**src/rtl/set_cmd_dispatcher.sv**
```systemverilog
`default_nettype none
// ============================================================================
// Module   : set_cmd_dispatcher
// Brief    : Buffers circle-query commands in a FIFO, launches them into SET
//            one at a time and holds each result on a ready/valid port.
//            Optional run watchdog enabled by defining SET_DISP_TIMEOUT_EN.
// Revision : 1.0 - initial release
// ============================================================================
module set_cmd_dispatcher #(
    parameter int DEPTH   = 4,
    parameter int TIMEOUT = 255
) (
    input  logic        clk,
    input  logic        rst,
    input  logic        cmd_valid,
    output logic        cmd_ready,
    input  logic [23:0] cmd_central,
    input  logic [11:0] cmd_radius,
    input  logic [1:0]  cmd_mode,
    output logic        set_en,
    output logic [23:0] set_central,
    output logic [11:0] set_radius,
    output logic [1:0]  set_mode,
    input  logic        set_busy,
    input  logic        set_valid,
    input  logic [7:0]  set_candidate,
    output logic        res_valid,
    input  logic        res_ready,
    output logic [7:0]  res_candidate,
    output logic        res_err
);

    localparam int c_PTR_W   = $clog2(DEPTH);
    localparam int c_CNT_W   = c_PTR_W + 1;
    localparam int c_ENTRY_W = 38;

    localparam logic [1:0] c_ST_IDLE   = 2'd0;
    localparam logic [1:0] c_ST_LAUNCH = 2'd1;
    localparam logic [1:0] c_ST_RUN    = 2'd2;

    if ((DEPTH < 2) || ((DEPTH & (DEPTH - 1)) != 0) || (TIMEOUT < 1)) begin : g_param_check
        $error("set_cmd_dispatcher: DEPTH must be a power of two >= 2 and TIMEOUT >= 1");
    end

    logic [c_ENTRY_W-1:0] r_fifo_q [DEPTH];
    logic [c_PTR_W-1:0]   r_wr_ptr_q, w_wr_ptr_d;
    logic [c_PTR_W-1:0]   r_rd_ptr_q, w_rd_ptr_d;
    logic [c_CNT_W-1:0]   r_count_q,  w_count_d;

    logic [1:0]  r_state_q,         w_state_d;
    logic        r_set_en_q,        w_set_en_d;
    logic [23:0] r_set_central_q,   w_set_central_d;
    logic [11:0] r_set_radius_q,    w_set_radius_d;
    logic [1:0]  r_set_mode_q,      w_set_mode_d;
    logic        r_res_valid_q,     w_res_valid_d;
    logic [7:0]  r_res_candidate_q, w_res_candidate_d;

    logic                 w_push;
    logic                 w_launch;
    logic [c_ENTRY_W-1:0] w_head;

`ifdef SET_DISP_TIMEOUT_EN
    localparam int c_TMR_W = ($clog2(TIMEOUT + 1) > 8) ? $clog2(TIMEOUT + 1) : 8;
    localparam logic [c_TMR_W-1:0] c_TMO_LIMIT = c_TMR_W'(TIMEOUT);

    logic               r_res_err_q, w_res_err_d;
    logic [c_TMR_W-1:0] r_timer_q,   w_timer_d;

    assign res_err = r_res_err_q;
`else
    assign res_err = 1'b0;
`endif

    assign cmd_ready = (r_count_q != c_CNT_W'(DEPTH));
    assign w_push    = cmd_valid && cmd_ready;
    assign w_head    = r_fifo_q[r_rd_ptr_q];

    // Launch only from registered FIFO state, so a command pushed this cycle waits a cycle.
    assign w_launch  = (r_state_q == c_ST_IDLE) && (r_count_q != '0) &&
                       !set_busy && !r_res_valid_q;

    always_comb begin
        w_wr_ptr_d = r_wr_ptr_q;
        w_rd_ptr_d = r_rd_ptr_q;
        w_count_d  = r_count_q;
        if (w_push) begin
            w_wr_ptr_d = r_wr_ptr_q + c_PTR_W'(1);
        end
        if (w_launch) begin
            w_rd_ptr_d = r_rd_ptr_q + c_PTR_W'(1);
        end
        if (w_push && !w_launch) begin
            w_count_d = r_count_q + c_CNT_W'(1);
        end else if (!w_push && w_launch) begin
            w_count_d = r_count_q - c_CNT_W'(1);
        end
    end

    always_comb begin
        w_state_d         = r_state_q;
        w_set_en_d        = 1'b0;
        w_set_central_d   = r_set_central_q;
        w_set_radius_d    = r_set_radius_q;
        w_set_mode_d      = r_set_mode_q;
        w_res_valid_d     = r_res_valid_q;
        w_res_candidate_d = r_res_candidate_q;
`ifdef SET_DISP_TIMEOUT_EN
        w_res_err_d       = r_res_err_q;
        w_timer_d         = r_timer_q;
`endif
        if (r_res_valid_q && res_ready) begin
            w_res_valid_d = 1'b0;
        end

        case (r_state_q)
            c_ST_IDLE: begin
                if (w_launch) begin
                    w_set_central_d = w_head[37:14];
                    w_set_radius_d  = w_head[13:2];
                    w_set_mode_d    = w_head[1:0];
                    w_set_en_d      = 1'b1;
                    w_state_d       = c_ST_LAUNCH;
                end
            end
            c_ST_LAUNCH: begin
`ifdef SET_DISP_TIMEOUT_EN
                w_timer_d = '0;
`endif
                w_state_d = c_ST_RUN;
            end
            c_ST_RUN: begin
                // Command fields stay frozen here: SET reads mode combinationally all run.
                if (set_valid) begin
                    w_res_candidate_d = set_candidate;
                    w_res_valid_d     = 1'b1;
`ifdef SET_DISP_TIMEOUT_EN
                    w_res_err_d       = 1'b0;
`endif
                    w_state_d         = c_ST_IDLE;
                end
`ifdef SET_DISP_TIMEOUT_EN
                else if (r_timer_q == c_TMO_LIMIT) begin
                    w_res_candidate_d = 8'hFF;
                    w_res_err_d       = 1'b1;
                    w_res_valid_d     = 1'b1;
                    w_state_d         = c_ST_IDLE;
                end else begin
                    w_timer_d = r_timer_q + c_TMR_W'(1);
                end
`endif
            end
            default: begin
                w_state_d = c_ST_IDLE;
            end
        endcase
    end

    always_ff @(posedge clk) begin
        if (w_push) begin
            r_fifo_q[r_wr_ptr_q] <= {cmd_central, cmd_radius, cmd_mode};
        end
    end

    always_ff @(posedge clk) begin
        if (rst) begin
            r_wr_ptr_q        <= '0;
            r_rd_ptr_q        <= '0;
            r_count_q         <= '0;
            r_state_q         <= c_ST_IDLE;
            r_set_en_q        <= 1'b0;
            r_set_central_q   <= '0;
            r_set_radius_q    <= '0;
            r_set_mode_q      <= '0;
            r_res_valid_q     <= 1'b0;
            r_res_candidate_q <= '0;
`ifdef SET_DISP_TIMEOUT_EN
            r_res_err_q       <= 1'b0;
            r_timer_q         <= '0;
`endif
        end else begin
            r_wr_ptr_q        <= w_wr_ptr_d;
            r_rd_ptr_q        <= w_rd_ptr_d;
            r_count_q         <= w_count_d;
            r_state_q         <= w_state_d;
            r_set_en_q        <= w_set_en_d;
            r_set_central_q   <= w_set_central_d;
            r_set_radius_q    <= w_set_radius_d;
            r_set_mode_q      <= w_set_mode_d;
            r_res_valid_q     <= w_res_valid_d;
            r_res_candidate_q <= w_res_candidate_d;
`ifdef SET_DISP_TIMEOUT_EN
            r_res_err_q       <= w_res_err_d;
            r_timer_q         <= w_timer_d;
`endif
        end
    end

    assign set_en        = r_set_en_q;
    assign set_central   = r_set_central_q;
    assign set_radius    = r_set_radius_q;
    assign set_mode      = r_set_mode_q;
    assign res_valid     = r_res_valid_q;
    assign res_candidate = r_res_candidate_q;

endmodule
`default_nettype wire

```
**config.mk**
```make
export PLATFORM = sky130hd
export DESIGN_NAME = set_cmd_dispatcher
export DESIGN_NICKNAME = d
export VERILOG_FILES = /design/src/rtl/set_cmd_dispatcher.sv
export SDC_FILE = /design/constraint.sdc
export NUM_CORES = 1
export LEC_CHECK = 0
export ABC_CLOCK_PERIOD_IN_PS = 3430
export BUFFER_PORTS_ARGS = -buffer_cell sky130_fd_sc_hd__buf_4
export CORE_MARGIN = 2
export CORE_UTILIZATION = 57
export CTS_CLUSTER_DIAMETER = 120
export DETAILED_ROUTE_END_ITERATION = 6
export PLACE_DENSITY = 0.84
export SLEW_MARGIN = 10
export SYNTH_ARGS = -nofsm -noshare
export SYNTH_HDL_FRONTEND = slang
export SYNTH_SLANG_ARGS = --single-unit
```
**constraint.sdc**
```tcl
create_clock -name clk -period 3.43 [get_ports clk]
set_input_delay 1.029 -clock clk [delete_from_list [all_inputs] [get_ports clk]]
set_output_delay 1.029 -clock clk [all_outputs]
set_load 0.02 [all_outputs]
```
== Word level (Yosys, flattened, before mapping) ==
Memories as Yosys holds them, arrays and structs flattened. A register that Yosys moved wholly into a read port is not among the register bits.
Index checks and enable logic that the tools add are counted.
W data, S select, Z words.

* Memory bits (writable): 152
* Memories: 1
* Output and inout port bits: 50
* Word-level logic and storage cells: 47
* Register bits after elaboration: 19

* $add $sub $neg: 4
* Eq/ne operators: 5
* Reduce and logical (&&, ||, !) cells: 18
* Multiplexer cells: 11
* Bitwise operators: 1

{| class="wikitable"
|+ Memories
! memory !! depth !! bits a word !! read ports !! clocked after Yosys merged registers in !! write ports !! RTL line !! RTL
|-
| r_fifo_q || 4 || 38 || 1 || 1 || 1 || 45 || <nowiki>logic [c_ENTRY_W-1:0] r_fifo_q [DEPTH];</nowiki>
|}

{| class="wikitable"
|+ Operators by type and width
! kind !! number
|-
| $logic_and A1 B1 Y1 || 7
|-
| $mux W1 || 6
|-
| $mux W3 || 2
|-
| $pmux W2 S3 || 1
|-
| $reduce_and A2 Y1 || 3
|-
| $add A2 B1 Y2 const B || 2
|-
| $logic_not A1 Y1 || 4
|-
| $mux W2 || 2
|-
| $ne A2 B2 Y1 const B || 2
|-
| $add A3 B1 Y3 const B || 1
|-
| $ne A3 B3 Y1 const B || 1
|-
| $reduce_bool A3 Y1 || 1
|-
| $sub A3 B1 Y3 const B || 1
|-
| $eq A2 B1 Y1 const B || 1
|-
| $eq A2 B2 Y1 const B || 1
|-
| $logic_not A2 Y1 || 1
|-
| $reduce_bool A2 Y1 || 1
|-
| $reduce_or A2 Y1 || 1
|-
| $not A1 Y1 || 1
|}

== Depth between registers and ports, before layout ==
* Depth after elaboration: 7
* Gate-level depth with buffers: 11
* Depth with buffers taken out: 8

== Worst setup path after synthesis ==
OpenSTA, ideal clock, no wires.

* Path type: input port to flip-flop
* Start: input set_busy
* End: register r_count_q[2]
* Stages on the path: 9
* Setup slack: 0.681 ns
* Required time: 3.360 ns
* Data arrival time: 2.679 ns
* Setup time: 0.070 ns
* Cells stage by stage: nor4_1 buf_2 nand2_1 ha_1 inv_1 fa_1 xor2_1 or3_1 a21oi_1

* Word-level cells in the longest chain between the ends: 6
* Elaborated cells between the ends (all ways): 8
* Those cells by class: mux: 1; reduce/logical: 7

{| class="wikitable"
|+ Ends and longest elaborated chain
! element !! RTL line !! RTL
|-
| start, declared || 24 || <nowiki>input logic set_busy,</nowiki>
|-
| $logic_not A1 Y1 (*) || 80 || <nowiki>!set_busy && !r_res_valid_q;</nowiki>
|-
| $logic_and A1 B1 Y1 (*) || 79 || <nowiki>assign w_launch = (r_state_q == c_ST_IDLE) && (r_count_q != '0) &&</nowiki>
|-
| $logic_and A1 B1 Y1 (*) || 80 ||
|-
| $logic_not A1 Y1 || 92 || <nowiki>if (w_push && !w_launch) begin</nowiki>
|-
| $logic_and A1 B1 Y1 || 92 ||
|-
| $mux W3 or $reduce_bool A2 Y1 (tied branches) || -- ||
|-
| end signal, assigned || 183 || <nowiki>r_count_q <= w_count_d;</nowiki>
|-
| end, declared || 48 || <nowiki>logic [c_CNT_W-1:0] r_count_q, w_count_d;</nowiki>
|}

Mark *: on every way between the ends. The rest lies on a longest branch, timed or not.
A chain may end at the register's enable or synchronous reset.

== Final worst setup path ==
* Start: register r_count_q[2]
* End: output cmd_ready

* Word-level cells in the longest chain between the ends: 1

{| class="wikitable"
|+ Ends and longest elaborated chain
! element !! RTL line !! RTL
|-
| $ne A3 B3 Y1 || 74 || <nowiki>assign cmd_ready = (r_count_q != c_CNT_W'(DEPTH));</nowiki>
|-
| end, declared || 16 || <nowiki>output logic cmd_ready,</nowiki>
|}

Every way passes these cells.

==> flow_summary_export.csv <==
group,metric,value,unit
run_status,status,"completed",
global_route,grtUsageMet1,0.2808,
cts,cts_buffer_depth,3,
placed_design,placed_cells,715,
sta,slew_headroom,0.2773,
min_path,hold_class,"flop to flop",
finish,layout_commonest_cell,"edfxtp_1",
synth,yosys.area.top_type,"edfxtp_1",
cts,cts_root_buf,"clkbuf_16",
die,dieArea,14510,um^2
cts,post_cts_buffers,0,
finish,final_cell_mix,"edfxtp_1, buf_4, dfxtp_1",
placed_design,port_buffers,100,
worst_setup_path,path_cells,"nor3b_1 > inv_1 > buf_4",
worst_setup_path,rrSetupSlack,1.11,ns
cts,clock_sinks,209,
synth,synth_nets,521,
synth,ys_ff_latch,209,
global_route,grt_pass1_wl,25000,um
finish,finalNetCount,619,
cts,cts_tree,"built",
detailed_routing,drt_first_pass_iters,5,
power_and_ir_drop,p_int,0.004918,W
sta,clock_skew,0.007177,ns
sta,drv_slew,0,
power_and_ir_drop,irDropWorstVdd,0.0004664,V
global_route,grt_max_degree,59,
synth,syn-cell-area,7731,um^2
global_route,grt_busiest_layer,"met2",
sta,fmax,0.3633,GHz
synth,synth-simple-area-share,0.04693,
flow_run,maxCapViolations,0,
global_route,grt_pass1_vias,4648,
global_route,met3_usage,0.03915,
global_route,grt_use_total,0.2254,
synth,synthMuxAreaShare,0.1251,
detailed_routing,wl_per_cell,21.13,um
sta,finalCritPeriodShare,0.8026,
synth,ys_warn_count,0,
cts,cts_inserted_buffers,20,
die,rows,42,
power_and_ir_drop,p_comb_frac,0.244,
detailed_routing,routed_wl,15870,um
sta,setup_tns,0,ns
detailed_routing,ant_nets,0,
cts,htreeDepth,1,
placed_design,dp_hpwl,9028,um
synth,synth-seq-area-share,0.7380,
sta,period_needed,2.753,ns
global_route,gr-usage-met2,0.3997,
die,fp.dieW,120.5,um
finish,area_growth,19.81,%
die,design.core.area,13240,um^2
sta,hold_violations,0,
finish,antennaDiodeCount,0,
cts,hold_buffers,0,
synth,synth-compound-area-share,0.05503,
power_and_ir_drop,switching_share,0.2954,
worst_setup_path,path_class,"flop to primary output",
placed_design,place_area,8650,um^2
detailed_routing,vias,4461,
power_and_ir_drop,netSwitchingPower,0.002062,W
synth,yosys.area.top_type_share,0.5904,
worst_setup_path,required,2.40,ns
synth,ys_types,29,
synth,avgSynthCellArea,16.70,um^2
finish,drive_gt1_frac,0.3200,
synth,syn_inst,463,
global_route,antenna_found_initial,0,
die,die_h,120.5,um
sta,rsz0062_at_grt,"no",
detailed_routing,vias_per_cell,5.940,
cts,clkLatencyLatePin,0.48,ns
cts,clkTransAtPathRegs,0.06,ns
sta,worst_pin_slew,1.084,ns
worst_setup_path,critPathMaxFanout,7,
die,start_util,0.5838,
sta,setup_viol,0,
detailed_routing,drtIter0Drc,525,
power_and_ir_drop,pwr_density_cell,753.6,nW/um^2
worst_setup_path,cpPeakStageDelay,0.40,ns
global_route,grt_overflow,0,
finish,stdcell_count,751,
synth,synth_top_family_by_area,"multiplexers",
synth,yosys-top-cells-area,"edfxtp_1, dfxtp_1, mux4_2",
cts,post_cts_resize_count,0,
finish,final_area,9263,um^2
worst_setup_path,cp_slowest_cell,"nor3b_1",
die,pin_count,102,
detailed_routing,remaining_drc_errors,0,
synth,synth_fa_ha_area_frac,0.01068,
power_and_ir_drop,clockPowerShare,0.293,
synth,synth_xor_area_frac,0.002266,
worst_setup_path,startpoint_type,"flop",
worst_setup_path,arrival,1.72,ns
power_and_ir_drop,seqPwrFrac,0.463,
placed_design,gp_congestion,0.8292,
power_and_ir_drop,leakagePower,3.274,nW
worst_setup_path,crit_path_end_kind,"primary output",
==> worst max-delay path: cells and delay by family, from the launching register on <==
kind | cells | cell delay [ns]
DFF | 1 | 0.39
and+or+nand+nor | 1 | 0.40
buffers and inverters | 2 | 0.45
==> layer usage <==
layer / vias up / wire, um
met5: - / 0
met3: 46 / 1205
met2: 207 / 8241
li1: 1986 / -
met4: 0 / 564
met1: 2222 / 5859
==> area by class of cell <==
type	instances	area, um^2
Sequential cell	209	5708
Fill cell	831	3980
Multi-Input combinational cell	215	1877
Timing Repair Buffer	110	825.8
Clock buffer	31	593.1
Tap cell	176	220.2
Clock inverter	5	20.02
Inverter	5	18.77
==> through the flow <==
step                      power (W)  setup slack [ns]    util  hold slack, ns
after global placement     0.004895            0.8205  0.6532          0.4628
after detailed placement   0.004972            0.7012  0.6532          0.4680
after floorplan            0.004359            0.6808       -          0.4755
after CTS                  0.007021            0.6782  0.6995          0.4767
final                      0.006980            0.6772  0.6995          0.4788
after global routing       0.007276            0.5048  0.6995          0.4949
==> worst paths after layout <==
path                      to  depth (start not counted)             from
min reg2reg  set_central[15]                          2  set_central[15]
max reg2reg     r_count_q[2]                          8     r_count_q[0]
min          set_central[15]                          2  set_central[15]
max                cmd_ready                          3     r_count_q[2]
==> cells in the mapped netlist <==
cell and n:
buf_6 1, nand2_1 1, ha_1 5, buf_1 3, nor4_1 1, buf_4 1, dfxtp_1 57, mux2_2 1
nor2b_1 1, fa_1 1, mux2i_1 10, nand3b_1 1, conb_1 1, clkbuf_1 22, or3_1 3, nor2_1 16
nand2b_1 1, nand3_1 41, edfxtp_1 152, xor2_1 2, nor3b_1 1, nor3_1 1, inv_1 5, or4_4 1
a21oi_1 43, mux4_2 38, buf_2 7, o21ai_0 42, and3_1 4
==> registers in the layout, indices dropped and copies added, names as in the netlist <==
name / cells
r_rd_ptr_q: 2
res_candidate: 8
res_valid: 1
r_wr_ptr_q: 2
set_central: 24
set_mode: 2
r_state_q: 2
r_count_q: 3
set_radius: 12
r_fifo_q: 152
set_en: 1
==> cells by family (layout without fill, tap and decap cells) <==
group | Yosys count | in the layout
AO/OA/AOI/OAI | 85 | 85
XOR/XNOR | 2 | 2
adder cells (fa/ha/maj) | 6 | 6
buffers and inverters | 39 | 151
flip-flops | 209 | 209
multiplexers | 49 | 49
other | 1 | 1
AND/OR/NAND/NOR | 72 | 72
==> power groups by stage <==
stage	Combinational (W)	Clock [W]	Sequential (W)
6_report	0.00170	0.00205	0.00323
5_1_grt	0.00184	0.00218	0.00326
4_1_cts	0.00171	0.00208	0.00323
3_5_place_dp	0.00169	0	0.00328
3_3_place_gp	0.00163	0	0.00326
2_1_floorplan	0.00103	0	0.00333
(Power assumes the default switching activity.)
